===== config.mk =====
export PLATFORM = sky130hd
export DESIGN_NAME = fetch_stage
export DESIGN_NICKNAME = d
export VERILOG_FILES = /design/src/rtl/fetch_stage.sv
export SDC_FILE = /design/constraint.sdc
export NUM_CORES = 1
export LEC_CHECK = 0
export CAP_MARGIN = 20
export CELL_PAD_IN_SITES_DETAIL_PLACEMENT = 0
export CELL_PAD_IN_SITES_GLOBAL_PLACEMENT = 1
export CORE_MARGIN = 3
export CORE_UTILIZATION = 25
export CTS_BUF_LIST = sky130_fd_sc_hd__clkbuf_16
export CTS_CLUSTER_SIZE = 24
export DETAILED_ROUTE_END_ITERATION = 6
export GPL_TIMING_DRIVEN = 1
export HOLD_SLACK_MARGIN = 0.03
export MAX_ROUTING_LAYER = met4
export PLACE_DENSITY = 0.63
export SYNTH_ARGS = -nofsm -noshare
export SYNTH_HDL_FRONTEND = slang
export SYNTH_SLANG_ARGS = --single-unit

===== constraint.sdc =====
create_clock -name clock -period 3.67 [get_ports clock]
set_input_delay 0.734 -clock clock [delete_from_list [all_inputs] [get_ports clock]]
set_output_delay 0.734 -clock clock [all_outputs]
set_load 0.1 [all_outputs]

===== src/rtl/fetch_stage.sv =====
// Instruction fetch stage: PC register, single-outstanding imem request FSM and IF/ID register.
// Define FETCH_PERF_CNT_EN to add the fetch_count / squash_count performance counters.
module fetch_stage #(
    parameter logic [31:0] RESET_PC = 32'h0040_0000,
    parameter logic [31:0] NOP_WORD = 32'h0000_0000
) (
    input  logic        clock,
    input  logic        reset,
    input  logic        stall_F,
    input  logic        pc_src,
    input  logic [31:0] jump_address,
    output logic        imem_req,
    output logic [31:0] imem_addr,
    input  logic        imem_valid,
    input  logic [31:0] imem_data,
    output logic [31:0] instruction,
    output logic [31:0] pc_plus_four,
    output logic        instr_valid
`ifdef FETCH_PERF_CNT_EN
    ,
    output logic [31:0] fetch_count,
    output logic [31:0] squash_count
`endif
);

    typedef enum logic [1:0] {
        ISSUE = 2'd0,
        WAIT  = 2'd1,
        HOLD  = 2'd2,
        DRAIN = 2'd3
    } state_t;

    state_t      state;
    state_t      state_next;
    logic [31:0] pc_F;
    logic [31:0] pc_next;
    logic [31:0] hold_word;
    logic [31:0] hold_next;
    logic [31:0] deliver_word;
    logic        redirect;
    logic        deliver;

    function automatic logic [31:0] pc_inc(input logic [31:0] pc);
        return pc + 32'd4;
    endfunction

    // A stalled decode cannot redirect; pc_src is only honoured when the stage moves.
    assign redirect  = pc_src & ~stall_F;
    assign imem_addr = pc_F;

    always_comb begin
        state_next   = state;
        pc_next      = pc_F;
        hold_next    = hold_word;
        deliver      = 1'b0;
        deliver_word = imem_data;
        imem_req     = 1'b0;

        case (state)
            ISSUE: begin
                if (redirect) begin
                    pc_next = jump_address;
                end else begin
                    imem_req   = 1'b1;
                    state_next = WAIT;
                end
            end
            WAIT: begin
                if (redirect) begin
                    pc_next    = jump_address;
                    state_next = imem_valid ? ISSUE : DRAIN;
                end else if (imem_valid) begin
                    if (stall_F) begin
                        hold_next  = imem_data;
                        state_next = HOLD;
                    end else begin
                        deliver    = 1'b1;
                        pc_next    = pc_inc(pc_F);
                        state_next = ISSUE;
                    end
                end
            end
            HOLD: begin
                deliver_word = hold_word;
                if (redirect) begin
                    pc_next    = jump_address;
                    state_next = ISSUE;
                end else if (!stall_F) begin
                    deliver    = 1'b1;
                    pc_next    = pc_inc(pc_F);
                    state_next = ISSUE;
                end
            end
            DRAIN: begin
                // The response still in flight belongs to the abandoned path.
                if (redirect) begin
                    pc_next = jump_address;
                end
                if (imem_valid) begin
                    state_next = ISSUE;
                end
            end
            default: begin
                state_next = ISSUE;
            end
        endcase

        if (reset) begin
            imem_req = 1'b0;
        end
    end

    always_ff @(posedge clock) begin
        if (reset) begin
            state     <= ISSUE;
            pc_F      <= RESET_PC;
            hold_word <= 32'd0;
        end else begin
            state     <= state_next;
            pc_F      <= pc_next;
            hold_word <= hold_next;
        end
    end

    // IF/ID register: stall freezes it, a redirect flushes it, otherwise it takes a word or a bubble.
    always_ff @(posedge clock) begin
        if (reset) begin
            instruction  <= NOP_WORD;
            pc_plus_four <= 32'd0;
            instr_valid  <= 1'b0;
        end else if (!stall_F) begin
            if (deliver) begin
                instruction  <= deliver_word;
                pc_plus_four <= pc_inc(pc_F);
                instr_valid  <= 1'b1;
            end else begin
                instruction  <= NOP_WORD;
                instr_valid  <= 1'b0;
            end
        end
    end

`ifdef FETCH_PERF_CNT_EN
    logic discard_resp;
    logic flush_valid;

    always_comb begin
        discard_resp = 1'b0;
        case (state)
            WAIT:    discard_resp = redirect & imem_valid;
            HOLD:    discard_resp = redirect;
            DRAIN:   discard_resp = imem_valid;
            default: discard_resp = 1'b0;
        endcase
    end

    assign flush_valid = redirect & instr_valid;

    always_ff @(posedge clock) begin
        if (reset) begin
            fetch_count  <= 32'd0;
            squash_count <= 32'd0;
        end else begin
            fetch_count  <= fetch_count + {31'd0, deliver};
            squash_count <= squash_count + {31'd0, discard_resp} + {31'd0, flush_valid};
        end
    end
`endif

endmodule


### Word level (Yosys, flattened, before mapping)

Index checks and enable logic that the tools add are counted.

| operators by class | value |
|---|---|
| add/sub/neg operators | 1 |
| eq/ne operators | 8 |
| muxes and demuxes | 26 |
| bitwise logic cells | 3 |
| reductions and logical operators | 6 |

Operators by type and width:

| cell | count |
|---|---|
| 2-to-1 mux 32 bit | 7 |
| one-hot mux 32 bit (3 select lines) | 1 |
| adder 32 x 3 -> 32 bit, second input constant | 1 |
| 2-to-1 mux 2 bit | 8 |
| 2-to-1 mux 1 bit | 8 |
| one-hot mux 2 bit (4 select lines) | 1 |
| AND reduction 4 bit | 2 |
| != test 3 bit, second input constant | 2 |
| equality test 2 bit, second input constant | 2 |
| != test 2 bit, second input constant | 2 |
| AND reduction 2 bit | 2 |
| equality test 2 x 1 -> 1 bit, second input constant | 1 |
| zero test 2 bit | 1 |
| != test 2 x 1 -> 1 bit, second input constant | 1 |
| inverter 1 bit | 2 |
| one-hot mux 1 bit (2 select lines) | 1 |
| OR reduction 2 bit | 1 |
| AND 1 bit | 1 |

| word-level totals | value |
|---|---|
| register bits after elaboration | 131 |
| input bits | 69 |
| word-level logic and storage cells | 50 |

### Depth between registers and ports, before layout

| logic depth | value |
|---|---|
| word-level depth | 5 |
| mapped depth | 10 |

### Worst setup path after synthesis

No wires, ideal clock.

| path | value |
|---|---|
| kind | input to output |
| start | input stall_F |
| end | output imem_req |
| data arrival time | 2,046 ps |
| required time | 2,936 ps |
| setup slack | 890 ps |
| stages on the path | 4 |
| path through | clkbuf_1 -> nand2b_1 -> buf_2 -> and3_1 |

| between the ends | value |
|---|---|
| word-level cells in the longest chain between the ends | 5 |

RTL lines:

| item | RTL line | RTL |
|---|---|---|
| from (decl) | 9 | `input logic stall_F,` |
| inverter 1 bit (no source line) | -- |  |
| AND 1 bit | 48 | `assign redirect = pc_src & ~stall_F;` |
| 2-to-1 mux 1 bit | 61 | `if (redirect) begin` |
| 2-to-1 mux 1 bit | 59 | `case (state)` |
| 2-to-1 mux 1 bit | 108 | `if (reset) begin` |
| to (decl) | 12 | `output logic imem_req,` |

Every way passes these cells.

### Worst setup path in the final report

| path | value |
|---|---|
| start | input pc_src |
| end | output imem_req |

| between the ends | value |
|---|---|
| word-level cells in the longest chain between the ends | 4 |

RTL lines:

| item | RTL line | RTL |
|---|---|---|
| from (decl) | 10 | `input logic pc_src,` |
| AND 1 bit | 48 |  |
| 2-to-1 mux 1 bit | 61 |  |
| 2-to-1 mux 1 bit | 59 |  |
| 2-to-1 mux 1 bit | 108 |  |

Every way passes these cells.

==> impl_metrics.yaml <==
status:
  outcome: "finished, final reports clean"
pwr:
  combPwrFrac_pct: 21.7
  netSwitchingFraction_pct: 35.34
  cellLeakagePower_nw: 2.908
  power.clock.fraction_pct: 40.2
  ir_drop_v: 0.0002871
  sequentialPowerShare_pct: 38.1
  p_switching_mw: 1.451
  power_density_mw_per_mm2: 471.6
  intPower_mw: 2.654
floorplanning:
  initial_utilization_pct: 25.52
  core.rowCount: 57
  die_width_um: 163.8
  chipHeight_um: 163.8
  count_of_pins_on_the_block_boundary: 167
  placeableCoreArea_mm2: 0.02439
  die_area_mm2: 0.02682
synth:
  yosys_warnings: 0
  postSynth.topFlopCell: "sky130_fd_sc_hd__dfxtp_1"
  synth.top_cells.by_area: "sky130_fd_sc_hd__dfxtp_1 42%, sky130_fd_sc_hd__a21oi_1 9.3%, sky130_fd_sc_hd__nand2_1 6.2%"
  yosysTopAreaCellShare_pct: 42.14
  synth-seq-area-share_pct: 42.14
  netlist-cell-type-count: 57
  postSynthCellCount: 785
  cell_type_with_the_highest_aggregate_area_in_the_netlist: "sky130_fd_sc_hd__dfxtp_1"
  netlist_area_before_placement_mm2: 0.006223
  avgSynthCellArea_um2: 7.928
  synth_fp_nets: 859
  synth_edf_count: 0
  synthArstFlopShare_pct: 0
  ys_ff_latch: 131
sta:
  rsz_0062_raised_after_global_routing: "no"
  setup_total_negative_slack_ns: 0
  timing_max_transition_violations_final: 0
  final_period_minus_worst_setup_slack_ns: 2.984
  max_clock_freq_ghz: 0.3351
  slew_at_the_pin_with_the_worst_max_slew_slack_ns: 1.055
  fin_ws_ns: 0.6861
  post-route-period-util_pct: 81.30
  clock-skew-final_ns: 0.01395
  hold_violation_count_in_the_final_report: 0
  maxSlewHeadroom_pct: 29.47
  timing.final.setup_violations: 0
placed_design:
  detailed_place_hpwl_um: 14480
  gp_routability_congestion: 0.7917
  pre_cts_slack_ns: 0.4334
  place.port_buffers: 166
clocking:
  numClockSinks: 131
  postCtsHoldBufs: 0
  clockBufferDepth: 2
  clkTransAtPathRegs_ns: 0.06
  clock_tree.root_cell: "sky130_fd_sc_hd__clkbuf_16"
  cts_tree: "yes"
  worstSkewPairLatency_ns: 0.43
  cts.repair_timing.setup_buffer_count: 0
  cts-resized-gates: 0
  number_of_cts_inserted_buffers: 17
  cts-htree-levels: 4
grt:
  initial_antenna_violation_count: 0
  grt_pass1_vias: 5819
  grt_remaining_overflow: 0
  global_route.usage.total_pct: 16.43
  grt_first_pass_wirelength_um: 33510
  grt_max_degree: 73
setup_path:
  crit_type: "in2out"
  worst-path-max-fanout: 11
  crit_start: "pc_src"
  cp_data_arrival_time_ns: 2.25
  reg2reg_from: "imem_addr[2]$_SDFFE_PP0P_"
  crit_slowest_cell: "sky130_fd_sc_hd__clkdlybuf4s50_1"
  worst_setup_path_start_kind: "primary input"
  timing.critical_path.required_ns: 2.94
  endpoint_kind: "output port"
  series_of_cell_instances_along_the_critical_path: "clkdlybuf4s50_1, nand2b_1, and3_1, buf_12"
  cpPeakStageDelay_ns: 0.65
cells_and_area:
  drive_gt1_share_pct: 8.779
  layout_commonest_cell: "sky130_fd_sc_hd__clkdlybuf4s50_1"
  insertedDiodeCount: 0
  design.final.nets: 995
  final_core_util_pct: 35.69
  area.growth.synth_to_final_pct: 39.87
  most-common-layout-cells: "147 x sky130_fd_sc_hd__clkdlybuf4s50_1, 131 x sky130_fd_sc_hd__dfxtp_1, 116 x sky130_fd_sc_hd__a21oi_1"
detailed_routing:
  drt_first_iter_violations: 380
  firstDrtPassIters: 4
  avgViaCountPerCell: 4.796
  wl_per_cell_um: 17.02
  via_count: 6033
  post-route-drc-count: 0
  routed_wirelength_um: 21410
  antenna_left: 0
worst_hold_path:
  hold_path_startpoint: "hold_word[31]$_SDFFE_PP0P_"
  type_of_the_most_critical_hold_path: "reg2reg"
job:
  max_cap_viol_count: 0
[per-layer routing]
layer | global-route usage [%] | vias up | wire, um
met4 | 3.652 | 0 | 174
met2 | 25.13 | 167 | 9633
met5 | - | - | 0
met1 | 21.56 | 2809 | 10080
met3 | 4.817 | 12 | 1522
li1 | - | 3045 | -
[metrics by stage]
step                power, mW  instances  area, um2  hold WS, ns
floorplan               2.197        785       6223       0.4360
global placement        2.490       1226       8140       0.4414
detailed placement      2.492       1226       8140       0.4461
CTS                     4.154       1258       8705       0.4547
global route            4.286       1258       8705       0.4736
finish                  4.105       1258       8705       0.4535
[registers in the layout, indices dropped and copies added, names as in the netlist]
name and cells:
hold_word 32, imem_addr 32, instr_valid 1, instruction 32, pc_plus_four 32, state 2
[path summary, 6_finish.rpt]
path                                end  slack [ns]  cells after the start
max                            imem_req        0.69                      4
min          hold_word[31]$_SDFFE_PP0P_        0.45                      2
max reg2reg  imem_addr[30]$_SDFFE_PP0P_        1.10                      6
min reg2reg  hold_word[31]$_SDFFE_PP0P_        0.45                      2
[cell families after synthesis]
| logic type | share of synthesized area [%] |
|---|---|
| compound gates | 19.88 |
| xor+xnor | 3.941 |
| fa+ha+maj | 1.005 |
| buf+inv | 4.905 |
| flops | 42.14 |
| mux | 5.991 |
| simple gates | 22.14 |
[power by group through the flow]
stage | sequential [mW] | combinational, mW | clock, mW
6_report | 1.56 | 0.890 | 1.65
5_1_grt | 1.58 | 0.952 | 1.76
2_1_floorplan | 1.86 | 0.333 | 0
3_5_place_dp | 1.60 | 0.897 | 0
4_1_cts | 1.56 | 0.899 | 1.69
3_3_place_gp | 1.60 | 0.895 | 0
[cells in the mapped netlist (5+ instances only)]
| library cell | instances |
|---|---|
| sky130_fd_sc_hd__a211oi_1 | 8 |
| sky130_fd_sc_hd__mux2i_1 | 35 |
| sky130_fd_sc_hd__inv_1 | 12 |
| sky130_fd_sc_hd__nand4_1 | 9 |
| sky130_fd_sc_hd__nor4_1 | 11 |
| sky130_fd_sc_hd__ha_1 | 5 |
| sky130_fd_sc_hd__a31oi_1 | 9 |
| sky130_fd_sc_hd__xnor2_1 | 20 |
| sky130_fd_sc_hd__nor2_1 | 91 |
| sky130_fd_sc_hd__xor2_1 | 8 |
| sky130_fd_sc_hd__clkbuf_1 | 47 |
| sky130_fd_sc_hd__a22oi_1 | 12 |
| sky130_fd_sc_hd__buf_2 | 8 |
| sky130_fd_sc_hd__a21oi_1 | 116 |
| sky130_fd_sc_hd__a21o_1 | 5 |
| sky130_fd_sc_hd__nand2_1 | 103 |
| sky130_fd_sc_hd__and3_1 | 8 |
| sky130_fd_sc_hd__nor3_1 | 13 |
| sky130_fd_sc_hd__o21ai_0 | 38 |
| sky130_fd_sc_hd__or3_1 | 10 |
| sky130_fd_sc_hd__dfxtp_1 | 131 |
| sky130_fd_sc_hd__nand3_1 | 20 |
| sky130_fd_sc_hd__and2_1 | 8 |
| sky130_fd_sc_hd__buf_1 | 5 |
[critical path: cells and delay by family]
family / cells / cell delay (ns)
buffers and inverters: 2 / 0.82
and+or+nand+nor: 2 / 0.68
[layout make-up]
| type | instances | area, um2 |
|---|---|---|
| Fill cell | 2595 | 15690 |
| Multi-Input combinational cell | 578 | 3318 |
| Sequential cell | 131 | 2623 |
| Timing Repair Buffer | 181 | 1749 |
| Clock buffer | 17 | 425.4 |
| Tap cell | 324 | 405.4 |
| Clock inverter | 15 | 138.9 |
| Inverter | 12 | 45.04 |
Power figures use the tool's default switching activity.
